`src/rtl/hazard_fwd_unit_pkg.sv`:
```
// Shared types and constants for the hazard / forwarding unit.
package hazard_pkg;

  // EX operand mux select: where the operand value comes from.
  typedef logic [1:0] fwd_sel_t;

  localparam fwd_sel_t FWD_RF    = 2'b00;
  localparam fwd_sel_t FWD_EXMEM = 2'b10;
  localparam fwd_sel_t FWD_MEMWB = 2'b01;

  // Wide enough for any MDU latency up to 15 cycles.
  localparam int MDU_CNT_W = 4;

endpackage

```
`src/rtl/hazard_fwd_unit_if.sv`:
```
// Pipeline-side bundle of the hazard / forwarding unit.
// The slave modport is the unit itself; the master modport is the pipeline.
interface hazard_fwd_unit_if #(
  parameter int AW     = 5,
  parameter int NPORTS = 2,
  parameter int CNT_W  = 32
);
  logic [NPORTS*AW-1:0] id_src;
  logic [NPORTS-1:0]    id_src_used;
  logic [AW-1:0]        id_rd;
  logic                 id_mdu_op;
  logic [NPORTS*AW-1:0] ex_src;
  logic                 ex_mem_read;
  logic [AW-1:0]        ex_rd;
  logic                 ex_mdu_op;
  logic                 exmem_reg_write;
  logic [AW-1:0]        exmem_rd;
  logic                 memwb_reg_write;
  logic [AW-1:0]        memwb_rd;
  logic [2*NPORTS-1:0]  fwd_sel;
  logic                 stall;
  logic                 bubble;
  logic                 mdu_busy;
  logic                 mdu_wb;
  logic [AW-1:0]        mdu_wb_rd;
  logic [CNT_W-1:0]     stall_cnt;

  modport master (
    output id_src, id_src_used, id_rd, id_mdu_op,
    output ex_src, ex_mem_read, ex_rd, ex_mdu_op,
    output exmem_reg_write, exmem_rd, memwb_reg_write, memwb_rd,
    input  fwd_sel, stall, bubble, mdu_busy, mdu_wb, mdu_wb_rd, stall_cnt
  );

  modport slave (
    input  id_src, id_src_used, id_rd, id_mdu_op,
    input  ex_src, ex_mem_read, ex_rd, ex_mdu_op,
    input  exmem_reg_write, exmem_rd, memwb_reg_write, memwb_rd,
    output fwd_sel, stall, bubble, mdu_busy, mdu_wb, mdu_wb_rd, stall_cnt
  );
endinterface

```
`src/rtl/hazard_fwd_unit_fwd_lane.sv`:
```
// One EX operand forwarding lane: compares the operand index against the
// EX/MEM and MEM/WB destinations; the younger EX/MEM result wins.
module fwd_lane
  import hazard_pkg::*;
#(
  parameter int AW = 5
) (
  input  logic [AW-1:0] ex_src,
  input  logic          exmem_reg_write,
  input  logic [AW-1:0] exmem_rd,
  input  logic          memwb_reg_write,
  input  logic [AW-1:0] memwb_rd,
  output fwd_sel_t      sel
);

  // Priority encode the forwarding source; r0 is never forwarded.
  always_comb begin
    sel = FWD_RF;
    if (exmem_reg_write && (exmem_rd != '0) && (exmem_rd == ex_src)) begin
      sel = FWD_EXMEM;
    end else if (memwb_reg_write && (memwb_rd != '0) && (memwb_rd == ex_src)) begin
      sel = FWD_MEMWB;
    end
  end

endmodule

```
`src/rtl/hazard_fwd_unit.sv`:
```
// Forwarding and hazard unit: per-port EX forward selects, load-use and
// MDU stalls, a single in-flight MDU scoreboard and a stall-cycle counter.
module hazard_fwd_unit
  import hazard_pkg::*;
#(
  parameter int AW      = 5,
  parameter int NPORTS  = 2,
  parameter int MDU_LAT = 4,
  parameter int CNT_W   = 32
) (
  input logic            clk,
  input logic            rst_n,
  hazard_fwd_unit_if.slave bus
);

  localparam logic [MDU_CNT_W-1:0] LAT = MDU_CNT_W'(MDU_LAT);

  logic [MDU_CNT_W-1:0] count_q, count_d;
  logic [AW-1:0]        mdu_rd_q, mdu_rd_d;
  logic [CNT_W-1:0]     stall_cnt_q, stall_cnt_d;
  logic [2*NPORTS-1:0]  fwd_sel_w;
  logic [AW-1:0]        src;
  logic                 mdu_busy;
  logic                 load_use;
  logic                 mdu_raw;
  logic                 mdu_waw;
  logic                 mdu_struct;
  logic                 stall;

  for (genvar p = 0; p < NPORTS; p++) begin : g_lane
    fwd_sel_t sel;
    fwd_lane #(.AW(AW)) u_lane (
      .ex_src          (bus.ex_src[p*AW +: AW]),
      .exmem_reg_write (bus.exmem_reg_write),
      .exmem_rd        (bus.exmem_rd),
      .memwb_reg_write (bus.memwb_reg_write),
      .memwb_rd        (bus.memwb_rd),
      .sel             (sel)
    );
    assign fwd_sel_w[2*p +: 2] = sel;
  end

  assign mdu_busy = (count_q != '0);

  // OR together every reason the ID instruction must wait.
  always_comb begin
    load_use = 1'b0;
    mdu_raw  = 1'b0;
    src      = '0;
    for (int p = 0; p < NPORTS; p++) begin
      src = bus.id_src[p*AW +: AW];
      if (bus.id_src_used[p] && (src != '0)) begin
        if (bus.ex_mem_read && (bus.ex_rd != '0) && (bus.ex_rd == src)) begin
          load_use = 1'b1;
        end
        if (mdu_busy && (mdu_rd_q == src)) begin
          mdu_raw = 1'b1;
        end
      end
    end
    mdu_waw    = mdu_busy && (bus.id_rd != '0) && (bus.id_rd == mdu_rd_q);
    mdu_struct = bus.id_mdu_op && (count_q > MDU_CNT_W'(1));
    stall      = load_use | mdu_raw | mdu_waw | mdu_struct;
  end

  // MDU latency countdown; an issue always reloads, even on the final cycle.
  always_comb begin
    count_d  = count_q;
    mdu_rd_d = mdu_rd_q;
    if (bus.ex_mdu_op) begin
      count_d  = LAT;
      mdu_rd_d = bus.ex_rd;
    end else if (count_q != '0) begin
      count_d = count_q - MDU_CNT_W'(1);
    end
  end

  // Saturating count of stalled cycles.
  always_comb begin
    stall_cnt_d = stall_cnt_q;
    if (stall && (stall_cnt_q != '1)) begin
      stall_cnt_d = stall_cnt_q + CNT_W'(1);
    end
  end

  // Scoreboard and counter state; reset aborts any MDU op in flight.
  always_ff @(posedge clk or negedge rst_n) begin
    if (!rst_n) begin
      count_q     <= '0;
      mdu_rd_q    <= '0;
      stall_cnt_q <= '0;
    end else begin
      count_q     <= count_d;
      mdu_rd_q    <= mdu_rd_d;
      stall_cnt_q <= stall_cnt_d;
    end
  end

  // A second issue while the first still has two or more cycles left means
  // the structural stall was bypassed; the old op would be silently lost.
  a_no_overlap_issue : assert property (
    @(posedge clk) disable iff (!rst_n) bus.ex_mdu_op |-> (count_q < MDU_CNT_W'(2))
  );

  assign bus.fwd_sel   = fwd_sel_w;
  assign bus.stall     = stall;
  assign bus.bubble    = stall;
  assign bus.mdu_busy  = mdu_busy;
  assign bus.mdu_wb    = (count_q == MDU_CNT_W'(1)) && (mdu_rd_q != '0);
  assign bus.mdu_wb_rd = mdu_rd_q;
  assign bus.stall_cnt = stall_cnt_q;

endmodule

```
`src/flat_wrapper.sv`:
```
// flat-port wrapper written by rule: the top's interface ports become plain ports
module hazard_fwd_unit_flat import hazard_pkg::*;
#(
  parameter int AW      = 5,
  parameter int NPORTS  = 2,
  parameter int MDU_LAT = 4,
  parameter int CNT_W   = 32
)
  (clk, rst_n, bus_id_src, bus_id_src_used, bus_id_rd, bus_id_mdu_op, bus_ex_src, bus_ex_mem_read, bus_ex_rd, bus_ex_mdu_op, bus_exmem_reg_write, bus_exmem_rd, bus_memwb_reg_write, bus_memwb_rd, bus_fwd_sel, bus_stall, bus_bubble, bus_mdu_busy, bus_mdu_wb, bus_mdu_wb_rd, bus_stall_cnt);
  hazard_fwd_unit_if #(.AW(AW), .NPORTS(NPORTS), .CNT_W(CNT_W)) bus_i ();
  input logic clk;
  input logic rst_n;
  input wire logic [$bits(bus_i.id_src)-1:0] bus_id_src;
  input wire logic [$bits(bus_i.id_src_used)-1:0] bus_id_src_used;
  input wire logic [$bits(bus_i.id_rd)-1:0] bus_id_rd;
  input wire logic [$bits(bus_i.id_mdu_op)-1:0] bus_id_mdu_op;
  input wire logic [$bits(bus_i.ex_src)-1:0] bus_ex_src;
  input wire logic [$bits(bus_i.ex_mem_read)-1:0] bus_ex_mem_read;
  input wire logic [$bits(bus_i.ex_rd)-1:0] bus_ex_rd;
  input wire logic [$bits(bus_i.ex_mdu_op)-1:0] bus_ex_mdu_op;
  input wire logic [$bits(bus_i.exmem_reg_write)-1:0] bus_exmem_reg_write;
  input wire logic [$bits(bus_i.exmem_rd)-1:0] bus_exmem_rd;
  input wire logic [$bits(bus_i.memwb_reg_write)-1:0] bus_memwb_reg_write;
  input wire logic [$bits(bus_i.memwb_rd)-1:0] bus_memwb_rd;
  output wire logic [$bits(bus_i.fwd_sel)-1:0] bus_fwd_sel;
  output wire logic [$bits(bus_i.stall)-1:0] bus_stall;
  output wire logic [$bits(bus_i.bubble)-1:0] bus_bubble;
  output wire logic [$bits(bus_i.mdu_busy)-1:0] bus_mdu_busy;
  output wire logic [$bits(bus_i.mdu_wb)-1:0] bus_mdu_wb;
  output wire logic [$bits(bus_i.mdu_wb_rd)-1:0] bus_mdu_wb_rd;
  output wire logic [$bits(bus_i.stall_cnt)-1:0] bus_stall_cnt;
  assign bus_i.id_src = bus_id_src;
  assign bus_i.id_src_used = bus_id_src_used;
  assign bus_i.id_rd = bus_id_rd;
  assign bus_i.id_mdu_op = bus_id_mdu_op;
  assign bus_i.ex_src = bus_ex_src;
  assign bus_i.ex_mem_read = bus_ex_mem_read;
  assign bus_i.ex_rd = bus_ex_rd;
  assign bus_i.ex_mdu_op = bus_ex_mdu_op;
  assign bus_i.exmem_reg_write = bus_exmem_reg_write;
  assign bus_i.exmem_rd = bus_exmem_rd;
  assign bus_i.memwb_reg_write = bus_memwb_reg_write;
  assign bus_i.memwb_rd = bus_memwb_rd;
  assign bus_fwd_sel = bus_i.fwd_sel;
  assign bus_stall = bus_i.stall;
  assign bus_bubble = bus_i.bubble;
  assign bus_mdu_busy = bus_i.mdu_busy;
  assign bus_mdu_wb = bus_i.mdu_wb;
  assign bus_mdu_wb_rd = bus_i.mdu_wb_rd;
  assign bus_stall_cnt = bus_i.stall_cnt;
  hazard_fwd_unit #(.AW(AW), .NPORTS(NPORTS), .MDU_LAT(MDU_LAT), .CNT_W(CNT_W)) u_core (.clk(clk), .rst_n(rst_n), .bus(bus_i));
endmodule
```
`config.mk`:
```
export PLATFORM = sky130hd
export DESIGN_NAME = hazard_fwd_unit_flat
export DESIGN_NICKNAME = d
export VERILOG_FILES = /design/src/rtl/hazard_fwd_unit_pkg.sv /design/src/rtl/hazard_fwd_unit_if.sv /design/src/rtl/hazard_fwd_unit_fwd_lane.sv /design/src/rtl/hazard_fwd_unit.sv /design/src/flat_wrapper.sv
export SDC_FILE = /design/constraint.sdc
export NUM_CORES = 1
export LEC_CHECK = 0
export BUFFER_PORTS_ARGS = -buffer_cell sky130_fd_sc_hd__buf_2
export CORE_ASPECT_RATIO = 0.9
export CORE_MARGIN = 2
export CORE_UTILIZATION = 40
export CTS_CLUSTER_SIZE = 10
export DETAILED_ROUTE_END_ITERATION = 12
export PLACE_DENSITY = 0.74
export SYNTH_ARGS = -nofsm -noshare
export SYNTH_HDL_FRONTEND = slang
export SYNTH_HIERARCHICAL = 1
export SYNTH_SLANG_ARGS = --single-unit
```
`constraint.sdc`:
```
create_clock -name clk -period 2.3 [get_ports clk]
set_clock_uncertainty 0.05 [all_clocks]
set_input_delay 0.23 -clock clk [delete_from_list [all_inputs] [get_ports clk]]
set_output_delay 0.23 -clock clk [all_outputs]
set_load 0.05 [all_outputs]
```
* After elaboration in Yosys (flattened, before gate mapping) *
Cells that the tools add are included.

operators by class
  bitwise operators = 3
  equality and inequality tests = 11
  reduce and logical (&&, ||, !) cells = 27
  add/subtract/negate cells = 2
  mux-type cells = 14
  order comparisons = 1

operators with widths
  operator               number
  $eq 5x5->1             9
  $reduce_bool 5->1      7
  $add 32x1->32 const B  1
  $ne 32x32->1 const B   1
  $logic_and 1x1->1      18
  $mux 1                 10
  $mux 4                 2
  $eq 4x1->1 const B     1
  $gt 4x1->1 const B     1
  $mux 2                 2
  $reduce_bool 4->1      1
  $sub 4x1->4 const B    1
  $or 1x1->1             3
  $reduce_bool 2->1      1

word-level totals
  logic and storage cells = 61
  input port bits = 49
  output and inout port bits = 45
  register bits after elaboration = 41

* Depth between registers and ports, before layout *
  word-level depth = 11
  depth in mapped cells = 11
  gate-level depth less buffers = 9

* Hierarchy *
Netlist, hierarchy kept.

by module, submodules not included
  module           instances  cells an instance  area each (sq um)  sequential area each (sq um)
  hazard_fwd_unit  1          225                2270.9             1026.0
  fwd_lane         2          20                 151.4              0.0

* Worst setup path after synthesis *
OpenSTA, ideal clock, no wires.

  kind = reg2out
  start = register u_core.count_q[0]
  end = output bus_stall
  required time = 2.020 ns
  slack = -0.386 ns
  cell stages (with the launch flop) = 10
  data arrival time = 2.406 ns
  path buffers = 2
  cells stage by stage = dfrtp_1 -> inv_1 -> ha_1 -> or3b_1 -> buf_2 -> nand4_1 -> nor4_1 -> nor4_2 -> nand2_1 -> buf_4

on the way
  cells in the longest elaborated chain, start to end = 9
  elaborated cells between the ends (all ways) = 14
  classes of those cells = order compare (1); mux (4); bitwise (3); reduce/logical (6)

ends and longest elaborated chain
  what                        line                   source
  start: declaration          hazard_fwd_unit.sv:18  logic [MDU_CNT_W-1:0] count_q, count_d;
  start signal: assignment    hazard_fwd_unit.sv:93  count_q <= count_d;
  $reduce_bool 4->1 *         hazard_fwd_unit.sv:43  assign mdu_busy = (count_q != '0);
  net bus_mdu_busy            flat_wrapper.sv:28     output wire logic [$bits(bus_i.mdu_busy)-1:0] bus_mdu_busy;
  $logic_and 1x1->1           hazard_fwd_unit.sv:56  if (mdu_busy && (mdu_rd_q == src)) begin
  $mux 1                      hazard_fwd_unit.sv:56
  $mux 1                      hazard_fwd_unit.sv:52  if (bus.id_src_used[p] && (src != '0)) begin
  $mux 1                      hazard_fwd_unit.sv:56
  $mux 1                      hazard_fwd_unit.sv:52
  $or 1x1->1                  hazard_fwd_unit.sv:63  stall = load_use | mdu_raw | mdu_waw | mdu_struct;
  $or 1x1->1 * (2 in series)  hazard_fwd_unit.sv:63
  end: declaration            flat_wrapper.sv:26     output wire logic [$bits(bus_i.stall)-1:0] bus_stall;

Mark *: on every way through the listed nets, which the timed path passes. The rest lies on a longest branch.

* Worst setup path in the final report *
  start = register u_core.count_q[0]
  end = output bus_bubble

on the way
  cells in the longest elaborated chain, start to end = 9
  elaborated cells between the ends (all ways) = 14
  classes of those cells = order compare (1); mux (4); bitwise (3); reduce/logical (6)

ends and longest elaborated chain
  what                      line                   source
  $reduce_bool 4->1         hazard_fwd_unit.sv:43
  $logic_and 1x1->1         hazard_fwd_unit.sv:56
  $mux 1                    hazard_fwd_unit.sv:56
  $mux 1                    hazard_fwd_unit.sv:52
  $mux 1                    hazard_fwd_unit.sv:56
  $mux 1                    hazard_fwd_unit.sv:52
  $or 1x1->1 (2 in series)  hazard_fwd_unit.sv:63
  $or 1x1->1 *              hazard_fwd_unit.sv:63
  end: declaration          flat_wrapper.sv:27     output wire logic [$bits(bus_i.bubble)-1:0] bus_bubble;

Every way passes the cells marked *; elsewhere a longest branch is shown, timed or not.

==> metrics.cfg <==
[floorplan]
num_io_pins = 94
die_w_microns = 88.56
core_sq_um = 6182
rows = 27
initial_core_util_pct = 41.63
die-height_microns = 80.10
die-area_sq_um = 7093

[clocking]
cts-root-buf = clkbuf_8
cts_buffers = 5
cts_tree = yes
clk_pin_slew_worst_paths_ps = 70
h-tree-depth = 2
clock-sinks = 41
clockBufferDepth = 2
clk_latency_ps = 300

[logic_synthesis]
ys_warn_count = 6
synth_cell_types = 38
syn_nets = 317
ys_seq_elements = 41
yosys-top-cells-area = dfrtp_1 (40%), xnor2_1 (20%), nand4_1 (4.1%)
syn_area_sq_um = 2574
syn_area_per_cell_sq_um = 9.712
ys_seq_area_share_pct = 39.86
netlist_instances = 265
synth_top_area_share_pct = 39.86
yosysTopAreaCell = dfrtp_1

[final_layout]
multiInputGateArea_sq_um = 1628
final-seq-area_sq_um = 1028
nFillCells = 496
final_nets = 436
area_growth_pct = 41.71
layout-drive-gt1-share_pct = 43.12
layout.cells.non_filler = 472
n_antenna_cell = 0

[critical_path]
worst_setup_path_start_kind = flop
r2r-start = u_core/count_q[0]
r2r-end = u_core/bus.stall_cnt[25]
worst-setup-path-type = flop to output pin
critPathLaunch = u_core/count_q[0]
reg2reg_depth = 12
endpoint_kind = output pin
r2r_slack_ps = 40
path_max_fanout = 3
crit_end = bus_bubble
crit_required_ps = 2020
crit_arrival_ps = 2080

[placement]
dp.cells = 456
pre_cts_slack_ps = -21.39
hpwl_mm = 5.052
io_buffers = 93
place_congestion = 0.9176

[sta]
hold_viol_final = 0
max_freq_mhz = 423.5
slew_viol_final = 0
holdWs_ps = 193.1
setup_viol = 2
rsz0062_at_grt = yes
slew_headroom_pct = 61.04
tightest_slew_ps = 584.4
fin_ws_ps = -61.40
period_minus_slack_ps = 2361
min_period_over_period_pct = 102.7

[job]
cap_violations = 0

[routing]
ant_nets = 0
via_per_inst = 5.201
wire_per_inst_microns = 14.48
via_count = 2455
drt_pre_antenna_iters = 4
remaining_drc_errors = 0
routed_wl_mm = 6.833
drt_iter0_markers = 129

[global_route]
grt_pass1_vias = 2330
antenna_found_initial = 0
gr-total-overflow = 0
grt_max_degree = 27
grt_pass1_wl_mm = 10.63
track_usage_pct = 19.14

[outcome]
violations = negative setup slack
status = finished with violations

[pwr]
power.leakage_nw = 1.672
power.ir.vdd_worst_mv = 0.4086
power_density_nw_per_um2 = 767.7

[min_path]
hold_class = input pin to flop

==> registers in the layout (all words and copies together) (netlist names) <==
| signal | flops |
|---|---|
| u_core/bus.mdu_wb_rd | 5 |
| u_core/bus.stall_cnt | 32 |
| u_core/count_q | 4 |
==> cell usage after synthesis, drive strengths merged <==
library cell  instances
nand3                18
a211oi                3
nand4b                1
nand2                22
nor4                  9
dfrtp                41
nand3b                1
and2                  1
nor2                 14
or3                   1
nand2b                1
xnor2                59
or4                   3
nor3                  9
buf                   5
a21oi                 8
a31oi                 1
o41ai                 3
xor2                 12
or3b                  1
ha                    3
nor2b                 2
mux2                  6
clkbuf                4
and3                  9
inv                   5
o21ai                 4
nor3b                 2
nand4                17
==> routing by layer <==
| layer | up-vias | global-route usage [%] | part of all wire [%] |
|---|---|---|---|
| met1 | 1170 | 23.93 | 42 |
| li1 | 1169 | - | - |
| met3 | 17 | 4.933 | 6.7 |
| met2 | 99 | 31.88 | 48 |
| met5 | - | 0 | 0 |
| met4 | 0 | 6.667 | 2.4 |
==> kinds of logic (layout without fill, tap and decap cells) <==
group                      after synthesis  count (layout)  share of synthesized area [%]
adders and majority gates                3               3                          1.459
AOI/OAI and AO/OA                       19              19                          5.590
muxes                                    6               6                          2.771
and+or+nand+nor                        111             111                          23.53
xor gates and xnor gates                71              71                          24.16
DFF                                     41              41                          39.86
buffers and inverters                   14             134                          2.625
==> cells in the final DEF (no fill, tap or decap), types with 9 or more instances in the layout <==
cell type	instances
nor2_1	14
and3_1	9
xor2_1	12
dfrtp_1	39
nand2_1	18
buf_2	91
xnor2_1	53
nand3_1	13
buf_4	21
nand4_1	17
==> what timing repair did <==
| action | 4_1_cts | 5_1_grt |
|---|---|---|
| pin swaps | 2 | 17 |
| resized for setup | 12 | 25 |
| endpoints found under the setup margin | 12 | 28 |
| endpoints found under the hold margin | 24 | 0 |
| gates cloned | 0 | 1 |
| hold buffers | 1 | 0 |
| buffers inserted | 2 | 4 |
==> stage by stage <==
stage                     instance area (sq um)  TNS, ps  utilization (%)  power, mW
after detailed placement                   3269   -35.25            52.88      2.018
after floorplan                            2595   -111.7                -      1.676
after global placement                     3269        0            52.88      1.987
final                                      3647   -122.5            59.00      2.800
after global routing                       3647   -753.9            59.00      2.959
after CTS                                  3447   -146.0            55.76      2.672
==> worst min path at each step <==
stage	start	endpoint	slack (ps)	depth (start not counted)
after CTS	bus_ex_rd[3]	u_core/bus.mdu_wb_rd[3]	180	2
after global placement	rst_n	u_core/bus.stall_cnt[25]	210	1
final	bus_ex_rd[3]	u_core/bus.mdu_wb_rd[3]	190	2
after floorplan	rst_n	u_core/bus.mdu_wb_rd[0]	-120	0
after global routing	bus_ex_rd[3]	u_core/bus.mdu_wb_rd[3]	200	2
after detailed placement	rst_n	u_core/bus.mdu_wb_rd[3]	230	1
==> power by group <==
| group | switching, mW | internal (mW) | total, mW |
|---|---|---|---|
| sequential | 0.120 | 0.815 | 0.935 |
| combinational | 0.748 | 0.543 | 1.29 |
| clock | 0.252 | 0.322 | 0.574 |
| total | 1.12 | 1.68 | 2.80 |
==> critical path, cell delays in order, from the launching register on <==
cell     delay [ps]
dfrtp_1         390
inv_2            80
ha_4            130
or3b_4          380
nand4_1         100
nor4_2           50
nor4_2          250
buf_4           170
nand2_4          70
buf_8           180
==> final cells by class <==
type | instances | area share, %
clock buffers | 6 | 1.990
clock inverters | 2 | 0.9605
inverters | 5 | 0.5146
multi-input cells | 210 | 44.63
flip-flops and latches | 41 | 28.20
well taps | 87 | 2.985
repair buffers | 121 | 20.72
Note: power is estimated with default switching activity, not from simulation.
